==> config.mk <==
export PLATFORM = sky130hd
export DESIGN_NAME = pzcorebus_packer_data_ram_controller
export DESIGN_NICKNAME = d
export VERILOG_FILES = /design/src/rtl/pzcorebus_packer_data_ram_controller.sv
export SDC_FILE = /design/constraint.sdc
export NUM_CORES = 1
export LEC_CHECK = 0
export CORE_ASPECT_RATIO = 1.2
export CORE_MARGIN = 2
export CORE_UTILIZATION = 55
export CTS_BUF_LIST = sky130_fd_sc_hd__clkbuf_4
export DETAILED_ROUTE_END_ITERATION = 12
export GPL_TIMING_DRIVEN = 0
export PLACE_DENSITY = 0.93
export SETUP_SLACK_MARGIN = 0.05
export SYNTH_ARGS = -nofsm -noshare
export SYNTH_HDL_FRONTEND = slang
export SYNTH_SLANG_ARGS = --single-unit
==> constraint.sdc <==
create_clock -name i_clk -period 7.7 [get_ports i_clk]
set_input_delay 1.54 -clock i_clk [delete_from_list [all_inputs] [get_ports i_clk]]
set_output_delay 1.54 -clock i_clk [all_outputs]
set_load 0.05 [all_outputs]
==> src/rtl/pzcorebus_packer_data_ram_controller.sv <==
// pzcorebus_packer_data_ram_controller
// FIFO sequencer for the packer data RAM. It owns the write and read pointers
// and the RAM occupancy. It issues write and read strobes to a RAM macro with
// READ_LATENCY read latency. Read data lands in a small output buffer that
// presents a valid/ready pop interface.
// Optional feature: define PZCOREBUS_PACKER_DATA_RAM_BYPASS_EN to let pushes
// into an otherwise empty block skip the RAM and go straight to the buffer.
module pzcorebus_packer_data_ram_controller #(
    parameter int DEPTH         = 16,
    parameter int DATA_WIDTH    = 32,
    parameter int ADDRESS_WIDTH = $clog2(DEPTH),
    parameter int READ_LATENCY  = 2,
    localparam int BUFFER_DEPTH = READ_LATENCY + 1,
    parameter int COUNT_WIDTH   = $clog2(DEPTH + BUFFER_DEPTH + 1)
) (
    input  logic                     i_clk,
    input  logic                     i_rst_n,
    input  logic                     i_clr,
    input  logic                     i_push_valid,
    output logic                     o_push_ready,
    input  logic [DATA_WIDTH-1:0]    i_push_data,
    output logic                     o_pop_valid,
    input  logic                     i_pop_ready,
    output logic [DATA_WIDTH-1:0]    o_pop_data,
    output logic                     o_ram_write_valid,
    output logic [ADDRESS_WIDTH-1:0] o_ram_write_address,
    output logic [DATA_WIDTH-1:0]    o_ram_write_data,
    output logic                     o_ram_read_valid,
    output logic [ADDRESS_WIDTH-1:0] o_ram_read_address,
    input  logic [DATA_WIDTH-1:0]    i_ram_read_data,
    output logic [COUNT_WIDTH-1:0]   o_word_count,
    output logic                     o_empty,
    output logic                     o_full
);
    localparam int RAM_COUNT_WIDTH = $clog2(DEPTH + 1);
    localparam int BUF_COUNT_WIDTH = $clog2(BUFFER_DEPTH + 1);
    localparam int BUF_PTR_WIDTH   = $clog2(BUFFER_DEPTH);

    // RAM side state
    logic [ADDRESS_WIDTH-1:0]   write_ptr;
    logic [ADDRESS_WIDTH-1:0]   read_ptr;
    logic [RAM_COUNT_WIDTH-1:0] ram_count;

    // One bit per outstanding read; the MSB marks the cycle its data is valid
    logic [READ_LATENCY-1:0]    inflight;
    logic [BUF_COUNT_WIDTH-1:0] inflight_count;

    // Output buffer: circular register array
    logic [DATA_WIDTH-1:0]      buffer [BUFFER_DEPTH];
    logic [BUF_PTR_WIDTH-1:0]   head;
    logic [BUF_PTR_WIDTH-1:0]   tail;
    logic [BUF_COUNT_WIDTH-1:0] buffer_count;

    logic                       push_fire;
    logic                       pop_fire;
    logic                       read_return;
    logic                       read_issue;
    logic                       bypass;
    logic                       ram_write;
    logic                       buffer_write;
    logic [DATA_WIDTH-1:0]      buffer_wdata;
    logic [COUNT_WIDTH-1:0]     pending;

    function automatic logic [ADDRESS_WIDTH-1:0] next_address(input logic [ADDRESS_WIDTH-1:0] a);
        return (a == ADDRESS_WIDTH'(DEPTH - 1)) ? '0 : a + 1'b1;
    endfunction

    function automatic logic [BUF_PTR_WIDTH-1:0] next_slot(input logic [BUF_PTR_WIDTH-1:0] p);
        return (p == BUF_PTR_WIDTH'(BUFFER_DEPTH - 1)) ? '0 : p + 1'b1;
    endfunction

    // Count outstanding reads for the buffer-space reservation
    always_comb begin
        inflight_count = '0;
        for (int i = 0; i < READ_LATENCY; i++) begin
            inflight_count = inflight_count + BUF_COUNT_WIDTH'(inflight[i]);
        end
    end

    assign o_full       = (ram_count == RAM_COUNT_WIDTH'(DEPTH));
    assign o_push_ready = !o_full;
    assign o_pop_valid  = (buffer_count != '0);
    assign o_pop_data   = buffer[head];

    assign push_fire   = i_push_valid && o_push_ready;
    assign pop_fire    = o_pop_valid && i_pop_ready;
    assign read_return = inflight[READ_LATENCY-1];

    // Buffer slots already claimed once this cycle's pop is accounted for.
    // Reserving space at issue time means returning data always has a slot.
    assign pending = COUNT_WIDTH'(buffer_count) + COUNT_WIDTH'(inflight_count)
                   - COUNT_WIDTH'(pop_fire);

    assign read_issue = (ram_count != '0) && (pending < COUNT_WIDTH'(BUFFER_DEPTH)) && !i_clr;

`ifdef PZCOREBUS_PACKER_DATA_RAM_BYPASS_EN
    // Nothing older is in the RAM or in flight, so a direct buffer write keeps order
    assign bypass = (ram_count == '0) && (inflight_count == '0)
                 && (pending < COUNT_WIDTH'(BUFFER_DEPTH));
`else
    assign bypass = 1'b0;
`endif

    assign ram_write    = push_fire && !bypass;
    assign buffer_write = read_return || (push_fire && bypass);
    assign buffer_wdata = read_return ? i_ram_read_data : i_push_data;

    assign o_ram_write_valid   = ram_write;
    assign o_ram_write_address = write_ptr;
    assign o_ram_write_data    = i_push_data;
    assign o_ram_read_valid    = read_issue;
    assign o_ram_read_address  = read_ptr;

    assign o_word_count = COUNT_WIDTH'(ram_count) + COUNT_WIDTH'(inflight_count)
                        + COUNT_WIDTH'(buffer_count);
    assign o_empty      = (o_word_count == '0);

    // RAM pointers and occupancy; a push and an issue in the same cycle cancel
    always_ff @(posedge i_clk or negedge i_rst_n) begin
        if (!i_rst_n) begin
            write_ptr <= '0;
            read_ptr  <= '0;
            ram_count <= '0;
        end else if (i_clr) begin
            write_ptr <= '0;
            read_ptr  <= '0;
            ram_count <= '0;
        end else begin
            if (ram_write) begin
                write_ptr <= next_address(write_ptr);
            end
            if (read_issue) begin
                read_ptr <= next_address(read_ptr);
            end
            case ({ram_write, read_issue})
                2'b10:   ram_count <= ram_count + 1'b1;
                2'b01:   ram_count <= ram_count - 1'b1;
                default: ram_count <= ram_count;
            endcase
        end
    end

    // In-flight read tracker; clearing it drops data from reads issued before a flush
    always_ff @(posedge i_clk or negedge i_rst_n) begin
        if (!i_rst_n) begin
            inflight <= '0;
        end else if (i_clr) begin
            inflight <= '0;
        end else begin
            inflight <= (inflight << 1) | READ_LATENCY'(read_issue);
        end
    end

    // Output buffer: returning data (or bypassed push) at tail, pop at head
    always_ff @(posedge i_clk or negedge i_rst_n) begin
        if (!i_rst_n) begin
            head         <= '0;
            tail         <= '0;
            buffer_count <= '0;
            for (int i = 0; i < BUFFER_DEPTH; i++) begin
                buffer[i] <= '0;
            end
        end else if (i_clr) begin
            head         <= '0;
            tail         <= '0;
            buffer_count <= '0;
        end else begin
            if (buffer_write) begin
                buffer[tail] <= buffer_wdata;
                tail         <= next_slot(tail);
            end
            if (pop_fire) begin
                head <= next_slot(head);
            end
            buffer_count <= buffer_count + BUF_COUNT_WIDTH'(buffer_write)
                          - BUF_COUNT_WIDTH'(pop_fire);
        end
    end

endmodule

---- After elaboration in Yosys (flattened, before gate mapping) ----
Index checks and enable logic that the tools add are counted.
operators by class
  add/subtract/negate cells ............... 13
  order comparisons ....................... 4
  equal/unequal tests ..................... 7
  multiplexer cells ....................... 23
  bitwise operators ....................... 4
  reductions and logical operators ........ 16
operator list
  kind                                                         number
  two-way mux 32 bit                                           4
  bitwise mux 96 bit                                           1
  binary-select mux 32 bit (select 2 bit)                      1
  demux 32 bit (select 2 bit)                                  1
  two-way mux 4 bit                                            6
  two-way mux 2 bit                                            8
  adder 5 x 2 -> 5 bit                                         2
  case mux 5 bit (2 select lines)                              1
  nonzero test 2 bit                                           5
  adder 4 x 1 -> 4 bit (second input constant)                 2
  == test 4 bit (second input constant)                        2
  == test 2 bit (second input constant)                        3
  >= comparator 3 bit (second input constant)                  2
  inverter 2 -> 3 bit                                          2
  adder 5 x 1 -> 5 bit (second input constant)                 1
  == test 5 bit (second input constant)                        1
  logical AND 1 bit                                            5
  zero test 5 bit                                              1
  less-than comparator 5 x 2 -> 1 bit (second input constant)  1
  two-way mux 5 bit                                            1
  nonzero test 5 bit                                           1
  subtractor 5 x 1 -> 5 bit (second input constant)            1
  adder 2 x 1 -> 2 bit (second input constant)                 2
  subtractor 3 x 1 -> 4 bit                                    1
  11 further kinds                                             12
word-level totals
  bits in registers ....................... 117
  input bits .............................. 69
  output and inout bits ................... 83

---- Logic depth before layout (Yosys ltp) ----
Gate-level depths: netlist (run 1).
  depth after elaboration ................. 9
  depth in mapped cells ................... 18
  depth with buffers taken out ............ 18

---- Worst setup path after synthesis (run 1) ----
Ideal clock, no wire load.
  kind .................................... input-to-output
  start point ............................. input i_pop_ready
  end point ............................... output o_ram_read_valid
  data arrival time ....................... 4,101 ps
  slack ................................... 2,059 ps
  stages .................................. 10
  cell sequence ........................... nand2_1 > inv_1 > ha_1 > inv_1 > ha_1 > fa_1 > and2_0 > a311oi_4 > nand2_1 > nor2_1
on the way
  longest elaborated chain between the ends .. 5
ends and longest elaborated chain
  item                                 line  source
  start, declared                      23    input logic i_pop_ready,
  logical AND 1 bit                    86    assign pop_fire = o_pop_valid && i_pop_ready;
  subtractor 3 x 1 -> 4 bit            92    - COUNT_WIDTH'(pop_fire);
  less-than comparator 5 x 2 -> 1 bit  94    assign read_issue = (ram_count != '0) && (pending < COUNT_WIDTH'(BUFFER_DEPTH)) && !i_clr;
  logical AND 1 bit (2 in a row)       94
  end, declared                        28    output logic o_ram_read_valid,
Every way passes these cells.

---- Final worst setup path (run 1) ----
Ends and elaborated chain as after synthesis.

==> results of run 1 <==
[cell families (layout without fill, tap and decap cells)]
group / Yosys count / count (layout)
adder cells (fa/ha/maj): 18 / 18
flip-flops: 117 / 117
multiplexers: 71 / 71
XOR/XNOR: 8 / 8
buffers and inverters: 82 / 266
AO/OA/AOI/OAI: 158 / 158
AND/OR/NAND/NOR: 183 / 183
[final cells by class]
class,instances,share of cell area
sequential,117,0.366
multi-input combinational,438,0.332
timing repair buffer,152,0.192
buffer,70,0.0481
tap,129,0.0202
clock buffer,19,0.0178
clock inverter,13,0.0174
inverter,12,0.00564
[per-layer routing]
metal,global-route usage,vias to the layer above,part of all wire
li1,-,2482,-
met1,0.315,2660,0.38
met2,0.481,268,0.53
met3,0.0562,51,0.064
met4,0.111,0,0.027
met5,0,-,0
[cells in the mapped netlist, drive strengths merged]
cell type and number:
nand4 1, nand3b 1, inv 12, fa 5
nor4 1, nand2 44, a31oi 2, or3 3
buf 39, xor2 5, ha 13, a311oi 2
o21ai 37, or4 1, nor2b 3, a21o 4
a311o 1, mux2 2, nor2 111, nand2b 5
clkbuf 31, a21oi 110, xnor2 3, and2 1
or2 1, or4b 1, o211ai 1, nor3b 3
a21boi 1, nor3 2, dfrtp 117, nand3 5
mux2i 69
[sequential cells by signal (all words and copies together) (netlist names)]
signal,flops
buffer,96
ram_count,5
o_ram_read_address,4
o_ram_write_address,4
buffer_count,2
head,2
inflight,2
tail,2
[power groups by stage]
stage | clock network, W | logic, W | registers [W]
2_1_floorplan | 0 | 0.00125 | 0.000932
3_3_place_gp | 0 | 0.00175 | 0.000927
3_5_place_dp | 0 | 0.00182 | 0.000946
4_1_cts | 0.000450 | 0.00183 | 0.000935
5_1_grt | 0.000479 | 0.00194 | 0.000959
6_report | 0.000451 | 0.00183 | 0.000940
[path summary, 6_finish.rpt]
check | startpoint | to | slack, ps | depth (start not counted)
worst max-delay path | i_pop_ready | o_ram_read_valid | 1000 | 12
worst min-delay path | buffer[75]$_DFFE_PN0P_ | buffer[75]$_DFFE_PN0P_ | 540 | 2
worst max register to register | buffer_count[0]$_DFF_PN0_ | ram_count[4]$_DFFE_PN0P_ | 2840 | 18
worst min register to register | buffer[75]$_DFFE_PN0P_ | buffer[75]$_DFFE_PN0P_ | 540 | 2
max in group asynchronous | i_rst_n | buffer[92]$_DFFE_PN0P_ | 5890 | 2
min in group asynchronous | i_rst_n | ram_count[3]$_DFFE_PN0P_ | 1060 | 1
[metrics by stage]
| stage | worst slack [ps] | std cells | total power, W | instance area, sq um | util |
|---|---|---|---|---|---|
| 3_5_place_dp | 1010 | 918 | 0.00276 | 7710 | 0.730 |
| 2_1_floorplan | 2060 | 637 | 0.00219 | 6010 | - |
| 3_3_place_gp | 1070 | 917 | 0.00267 | 7680 | 0.727 |
| 6_report | 1000 | 950 | 0.00322 | 7990 | 0.756 |
| 5_1_grt | 832 | 950 | 0.00337 | 7990 | 0.756 |
| 4_1_cts | 1020 | 950 | 0.00321 | 7990 | 0.756 |
[critical path, stage by stage]
cell and delay [ps]:
clkdlybuf4s50_1 400, nand2_1 170, inv_1 70, ha_1 270
inv_1 100, ha_1 190, fa_1 410, and2_0 180
a311oi_4 520, nand2_1 250, nor2_1 220, clkdlybuf4s50_1 840
==> summary.md, run 1 <==
| Metric | Value |
|---|---|
| Core ar. | 10600 sq um |
| Worst Hold Class | reg -> reg |
| Combinational Power Share | 0.568 |
| DR pass1 iterations | 8 |
| Later-pin clock latency in the skew report | 520 ps |
| Sequential power share | 0.292 |
| Num CTS Buffers | 17 |
| Fin. Hold Viols | 0 |
| Yosys warns | 0 |
| Std cell rows | 41 |
| Grt total ovfl | 0 |
| Crit end category | primary output |
| Compound-gate portion of the synthesized area | 0.140 |
| CP Data Arrival Time | 5160 ps |
| Yosys reg bits | 117 |
| Avg Synthesized Cell Area | 9.44 sq um |
| CP max FO | 10 |
| XOR/XNOR Fraction of Synth Area | 0.0117 |
| Largest net degree at the start of global routing | 63 |
| Gr usage total | 0.271 |
| Pint | 0.00169 W |
| Worst-case clock buffer depth | 2 |
| Starting density of the core | 0.569 |
| Net Count, Synth | 724 |
| Final setup viols | 0 |
| Crit Path Category | in -> out |
| Clk pin slew, worst setup/hold paths | 100 ps |
| Max Clk Rate | 0.149 GHz |
| Post-CTS setup buffers | 0 |
| Die height | 119 um |
| Worst Tran Pin Value | 833 ps |
| Register Area | 2930 sq um |
| # IOs | 152 |
| Most frequent cells in the layout | clkdlybuf4s50_1, dfrtp_1, nor2_1 |
| Worst hold margin | 540 ps |
| Library cells used by synthesis | 38 |
| Post-synthesis adder-cell area fraction | 0.0437 |
| Area growth from synthesis to layout | 32.9% |
| Net switching fraction of the power | 0.473 |
| Clock power share | 0.140 |
| First-pass GRT wire length | 25.3 mm |
| Fin nets | 895 |
| Clk Tree Root Cell | clkbuf_4 |
| Final cycle utilization of the critical path | 0.870 |
| VDD IR max | 0.000255 V |
| PortBufs | 151 |
| Ant diodes | 0 |
| Ranking of synthesized cells by area | dfrtp_1, mux2i_1, a21oi_1 |
| Post-synthesis mux area share | 0.119 |
| Clock sink count | 117 |
| Worst setup SP type | input pin |
| Area of the multi-input gates | 2660 sq um |
| Largest family of logic cells by synthesized area | compound AO/OA/AOI/OAI gates |
| Status | complete, no violations |
| Setup TNS | 0 ps |
| Max_slew headroom | 0.444 |
| HPWL after detailed placement | 11.5 mm |
| Cells after Synth | 637 |
| Pleak | 3.45 nW |
| Commonest non-fill, non-tap cell in the layout | clkdlybuf4s50_1 |
| Top cell type's share of synthesized area | 0.487 |
| Initial antenna violation count | 0 |
| Cell area power density | 402 nW/um^2 |
| Vias in the first global route | 5413 |
| Drt wl/cell | 16.9 um |
| CTS resizes | 0 |
| Initial DRC Count | 393 |
| Worst Skew | 15.6 ps |
| CP Data Required Time | 6160 ps |
| ANT nets after route | 0 |
| Layout cells sized above 1 | 0.0840 |
| Die area | 11800 sq um |
| Drt drc | 0 |
| # fillers | 683 |
| Final Max Tran Viols | 0 |
| Die W | 99.4 um |
| Mean number of vias per cell | 5.75 |
| Minimum clock period | 6700 ps |
| Global placer's final weighted congestion | 0.790 |
| Net Switching | 0.00152 W |
| Htree depth | 4 |
| Synth area leader | dfrtp_1 |
| CTS tree | done |
| Max Cap Viol | 0 |
| Unrepaired setup endpoints after global routing | no |
| Post-synthesis simple-gate area fraction | 0.128 |
| Final wirelength | 16.1 mm |
| Sequential area share after synthesis | 0.487 |
| # hold bufs at CTS | 0 |
| Via count | 5461 |
| Synthesized cell area | 6010 sq um |
Power figures use the tool's default switching activity.
==> run 2, diff against run 1 <==
--- a/config.mk
+++ b/config.mk
@@ -5,9 +5,11 @@
 export SDC_FILE = /design/constraint.sdc
 export NUM_CORES = 1
 export LEC_CHECK = 0
+export CELL_PAD_IN_SITES_DETAIL_PLACEMENT = 1
+export CELL_PAD_IN_SITES_GLOBAL_PLACEMENT = 2
 export CORE_ASPECT_RATIO = 1.2
 export CORE_MARGIN = 2
-export CORE_UTILIZATION = 55
+export CORE_UTILIZATION = 33
 export CTS_BUF_LIST = sky130_fd_sc_hd__clkbuf_4
 export DETAILED_ROUTE_END_ITERATION = 12
 export GPL_TIMING_DRIVEN = 0
==> run 2 against run 1 <==
Via count down 5.8%. Non-clock buffer count unchanged. Routed wire length up 4.9%. Clock skew up 3.4 ps. Final cell count up 10%. Total power down 1.6%. Critical endpoint unchanged. Largest cell class unchanged.
==> summary.md, run 2 (same netlist as run 1, synthesis figures left out) <==
| Metric | Value |
|---|---|
| Crit end category | primary output |
| Final non-filler cell total | 1046 |
| Status | complete, no violations |
| Cell area power density | 391 nW/um^2 |
| Pleak | 3.44 nW |
| # hold bufs at CTS | 0 |
| CTS tree | done |
| Initial DRC Count | 192 |
| Later-pin clock latency in the skew report | 510 ps |
| Worst R2R Path Depth | 18 |
| Final Max Tran Viols | 0 |
| WP depth | 12 |
| Starting density of the core | 0.333 |
| Clock sink count | 117 |
| Max_slew headroom | 0.425 |
| Mean number of vias per cell | 4.92 |
| CP delay by family, top | buffers and inverters |
| Clk pin slew, worst setup/hold paths | 90 ps |
| CP max FO | 10 |
| Worst Tran Pin Value | 862 ps |
| Core ar. | 18000 sq um |
| Drt drc | 0 |
| Std cell rows | 54 |
| Die height | 152 um |
| CP Data Required Time | 6160 ps |
| Crit Path Category | in -> out |
| Max reg flops | 96 |
| Final wirelength | 16.8 mm |
| Final Worst Setup Slack | 980 ps |
| PortBufs | 151 |
| Minimum clock period | 6720 ps |
| Initial antenna violation count | 1 |
| Hold Path Stages | 2 |
| Placed cells | 1013 |
| Die W | 127 um |
| Most frequent cells in the layout | clkdlybuf4s50_1, dfrtp_1, nor2_1 |
| ANT nets after route | 0 |
| CP Data Arrival Time | 5180 ps |
| HPWL after detailed placement | 12.3 mm |
| Fin nets | 895 |
| Gr usage total | 0.180 |
| Die area | 19300 sq um |
| Max Cap Viol | 0 |
| Critical Path Start | i_pop_ready |
| Grt total ovfl | 0 |
| DR pass1 iterations | 6 |
| Register Area | 2930 sq um |
| Worst setup SP type | input pin |
| CP Buf/Inv Count | 4 |
| Area growth from synthesis to layout | 34.7% |
| Clk Tree Root Cell | clkbuf_4 |
| Vias in the first global route | 5544 |
| First-pass GRT wire length | 27.9 mm |
| Final Core Density | 0.449 |
| # fillers | 2075 |
| Biggest register | buffer |
| Top Registers | buffer x96, ram_count x5 |
| Fin. Hold Viols | 0 |
| RR Startpoint | buffer_count[1]$_DFF_PN0_ |
| Via count | 5142 |
| Post-CTS setup buffers | 0 |
| Htree depth | 4 |
| # IOs | 152 |
| CTS resizes | 0 |
| Final setup viols | 0 |
| Area of the multi-input gates | 2660 sq um |
| Worst-path cell chain | clkdlybuf4s50_1 -> nand2_1 -> inv_1 -> ha_1 -> inv_1 -> ha_1 -> fa_1 -> and2_0 -> a311oi_4 -> nand2_1 -> nor2_1 -> clkdlybuf4s50_1 |
| Num CTS Buffers | 17 |
| Drt wl/cell | 16.1 um |
| Commonest non-fill, non-tap cell in the layout | clkdlybuf4s50_1 |
| Max Clk Rate | 0.149 GHz |
| Final cycle utilization of the critical path | 0.873 |
| Worst-case clock buffer depth | 2 |
| Worst hold path startpoint | buffer[90]$_DFFE_PN0P_ |
| Worst Hold Class | reg -> reg |
| VDD IR max | 0.000191 V |
| Critical-path top delay cell | clkdlybuf4s50_1 |
| Global placer's final weighted congestion | 0.774 |
| Largest net degree at the start of global routing | 87 |
| Unrepaired setup endpoints after global routing | no |
| CP max stage delay | 840 ps |
| Layout cells sized above 1 | 0.0877 |
| Place WS | 937 ps |
| Setup TNS | 0 ps |
| Worst Skew | 19.0 ps |
## run 2: tightest hold or removal path: stages, from the launching register on
cell and delay (ps):
dfrtp_1 350, nor2_1 50, a21oi_1 100
## run 2: cell type report
cell class,instances,area share
timing repair buffer,152,0.190
inverter,12,0.00556
sequential,117,0.362
tap,224,0.0346
clock inverter,12,0.0139
buffer,70,0.0474
antenna,1,0.000309
multi-input combinational,438,0.328
clock buffer,20,0.0185
## run 2: routing by layer
layer | wire [um] | GRT usage
met2 | 8920 | 0.322
met1 | 7360 | 0.223
met4 | 110 | 0.0481
met5 | 0 | 0
met3 | 449 | 0.0320
## run 2: power breakdown
part | internal (W) | total (W) | switching, W
Clock | 0.000198 | 0.000419 | 0.000221
Sequential | 0.000809 | 0.000932 | 0.000123
Combinational | 0.000659 | 0.00181 | 0.00116
## run 2: path summary, 6_finish.rpt
| path | endpoint | slack, ps |
|---|---|---|
| worst max-delay path | o_ram_read_valid | 980 |
| worst min-delay path | buffer[90]$_DFFE_PN0P_ | 530 |
| worst max register to register | ram_count[4]$_DFFE_PN0P_ | 2780 |
| worst min register to register | buffer[90]$_DFFE_PN0P_ | 530 |
| max in group asynchronous | buffer[82]$_DFFE_PN0P_ | 6080 |
| min in group asynchronous | buffer[10]$_DFFE_PN0P_ | 900 |
## run 2: stage by stage
stage	hold WS, ps	cell area [sq um]	power, W
after global placement	505	7800	0.00273
after global routing	555	8100	0.00338
after detailed placement	516	7830	0.00277
after floorplan	471	6010	0.00219
final	532	8100	0.00317
after CTS	539	8100	0.00321
==> run 3, diff against run 2 <==
--- a/config.mk
+++ b/config.mk
@@ -8,7 +8,6 @@
 export CELL_PAD_IN_SITES_DETAIL_PLACEMENT = 1
 export CELL_PAD_IN_SITES_GLOBAL_PLACEMENT = 2
 export CORE_ASPECT_RATIO = 1.2
-export CORE_MARGIN = 2
 export CORE_UTILIZATION = 33
 export CTS_BUF_LIST = sky130_fd_sc_hd__clkbuf_4
 export DETAILED_ROUTE_END_ITERATION = 12
==> run 3 against run 2 <==
Maximum frequency is 0.76% lower. Global-route usage is 2.0 points higher. Total power is 5.9% higher. Combinational power hardly changed. Setup slack worse by 52 ps. Critical path type unchanged.
==> summary.md, run 3 (same netlist as run 1, synthesis figures left out) <==
| Metric | Value |
|---|---|
| Ant diodes | 0 |
| Area growth from synthesis to layout | 36.6% |
| First-pass GRT wire length | 29.6 mm |
| PortBufs | 151 |
| Setup TNS | 0 ps |
| Initial DRC Count | 287 |
| # IOs | 152 |
| Biggest register | buffer |
| # hold bufs at CTS | 0 |
| Drt drc | 0 |
| Worst Tran Pin Value | 847 ps |
| Clock power share | 0.173 |
| Drt wl/cell | 17.3 um |
| Grt total ovfl | 0 |
| Via count | 5301 |
| CP max FO | 10 |
| Gr usage total | 0.200 |
| Die area | 18800 sq um |
| Max_slew headroom | 0.436 |
| Worst-case clock buffer depth | 2 |
| Clock sink count | 117 |
| Worst hold margin | 541 ps |
| Fin nets | 895 |
| Die W | 125 um |
| Crit Path Category | in -> out |
| Htree depth | 4 |
| CP Data Arrival Time | 5230 ps |
| Post-CTS setup buffers | 0 |
| Worst Hold Class | reg -> reg |
| Pint | 0.00180 W |
| Max Clk Rate | 0.148 GHz |
| HPWL after detailed placement | 13.2 mm |
| Placed cells | 1009 |
| Final wirelength | 18.0 mm |
| Initial antenna violation count | 0 |
| Clk Tree Root Cell | clkbuf_4 |
| Mean number of vias per cell | 5.09 |
| Starting density of the core | 0.340 |
| Worst setup SP type | input pin |
| Global placer's final weighted congestion | 0.771 |
| Final setup viols | 0 |
| Most frequent cells in the layout | clkdlybuf4s50_1, dfrtp_1, nor2_1 |
| Combinational Power Share | 0.548 |
| CTS tree | done |
| Core ar. | 17700 sq um |
| Vias in the first global route | 5975 |
| Layout cells sized above 1 | 0.0901 |
| Net switching fraction of the power | 0.463 |
| Max reg flops | 96 |
| Sequential power share | 0.279 |
| Largest net degree at the start of global routing | 92 |
| Commonest non-fill, non-tap cell in the layout | clkdlybuf4s50_1 |
| Fin. Hold Viols | 0 |
| DR pass1 iterations | 6 |
| Unrepaired setup endpoints after global routing | no |
| Final Core Density | 0.464 |
| Later-pin clock latency in the skew report | 500 ps |
| CTS resizes | 0 |
| Cell area power density | 408 nW/um^2 |
| Worst Skew | 20.5 ps |
| Worst R2R Path Depth | 18 |
| Net Switching | 0.00155 W |
| Final non-filler cell total | 1041 |
| VDD IR max | 0.000203 V |
| CP Data Required Time | 6160 ps |
| Final Max Tran Viols | 0 |
| Hold Path Stages | 2 |
| ANT nets after route | 0 |
| Minimum clock period | 6770 ps |
| Pleak | 3.49 nW |
| Status | complete, no violations |
| Pwr Total | 0.00335 W |
| Clk pin slew, worst setup/hold paths | 90 ps |
| Die height | 150 um |
| Final cycle utilization of the critical path | 0.879 |
| Max Cap Viol | 0 |
| Num CTS Buffers | 17 |
| Crit end category | primary output |
| Top Registers | buffer x96, ram_count x5 |
| Std cell rows | 53 |
run 3: worst paths after layout:
kind / from / to / slack, ps
worst max-delay path: i_pop_ready / o_ram_read_valid / 930
worst min-delay path: buffer[94]$_DFFE_PN0P_ / buffer[94]$_DFFE_PN0P_ / 540
worst max register to register: buffer_count[1]$_DFF_PN0_ / ram_count[4]$_DFFE_PN0P_ / 2710
worst min register to register: buffer[94]$_DFFE_PN0P_ / buffer[94]$_DFFE_PN0P_ / 540
max in group asynchronous: i_rst_n / buffer[94]$_DFFE_PN0P_ / 6040
min in group asynchronous: i_rst_n / ram_count[4]$_DFFE_PN0P_ / 890
run 3: cell type report:
cell class / instances / area (sq um)
plain buffers: 70 / 384
well taps: 220 / 275
clock buffers: 18 / 135
fillers: 2019 / 9500
multi-input cells: 438 / 2660
flip-flops and latches: 117 / 2930
repair buffers: 152 / 1540
clock inverters: 14 / 248
inverters: 12 / 45.0
run 3: per-stage QoR:
| stage | instance area, sq um | setup WS [ps] |
|---|---|---|
| final | 8210 | 928 |
| after global routing | 8210 | 724 |
| after CTS | 8210 | 939 |
| after detailed placement | 7830 | 957 |
| after global placement | 7800 | 718 |
| after floorplan | 6010 | 2060 |
run 3: power by group through the flow:
stage	sequential (W)	clock, W	combinational, W
after floorplan	0.000932	0	0.00125
after global placement	0.000930	0	0.00177
after detailed placement	0.000949	0	0.00184
after CTS	0.000937	0.000594	0.00185
after global routing	0.000961	0.000617	0.00196
final	0.000936	0.000581	0.00184
run 3: critical path, cell delays in order:
cell and delay (ps):
clkdlybuf4s50_1 400, nand2_1 200, inv_1 70, ha_1 270
inv_1 90, ha_1 200, fa_1 410, and2_0 180
a311oi_4 530, nand2_1 260, nor2_1 230, clkdlybuf4s50_1 840
run 3: per-layer routing:
metal / vias to the layer above / track usage / share of wire
met2: 119 / 0.387 / 0.55
met4: 0 / 0.0445 / 0.0076
met5: - / 0 / 0
met3: 11 / 0.0340 / 0.029
met1: 2688 / 0.229 / 0.42
li1: 2483 / - / -
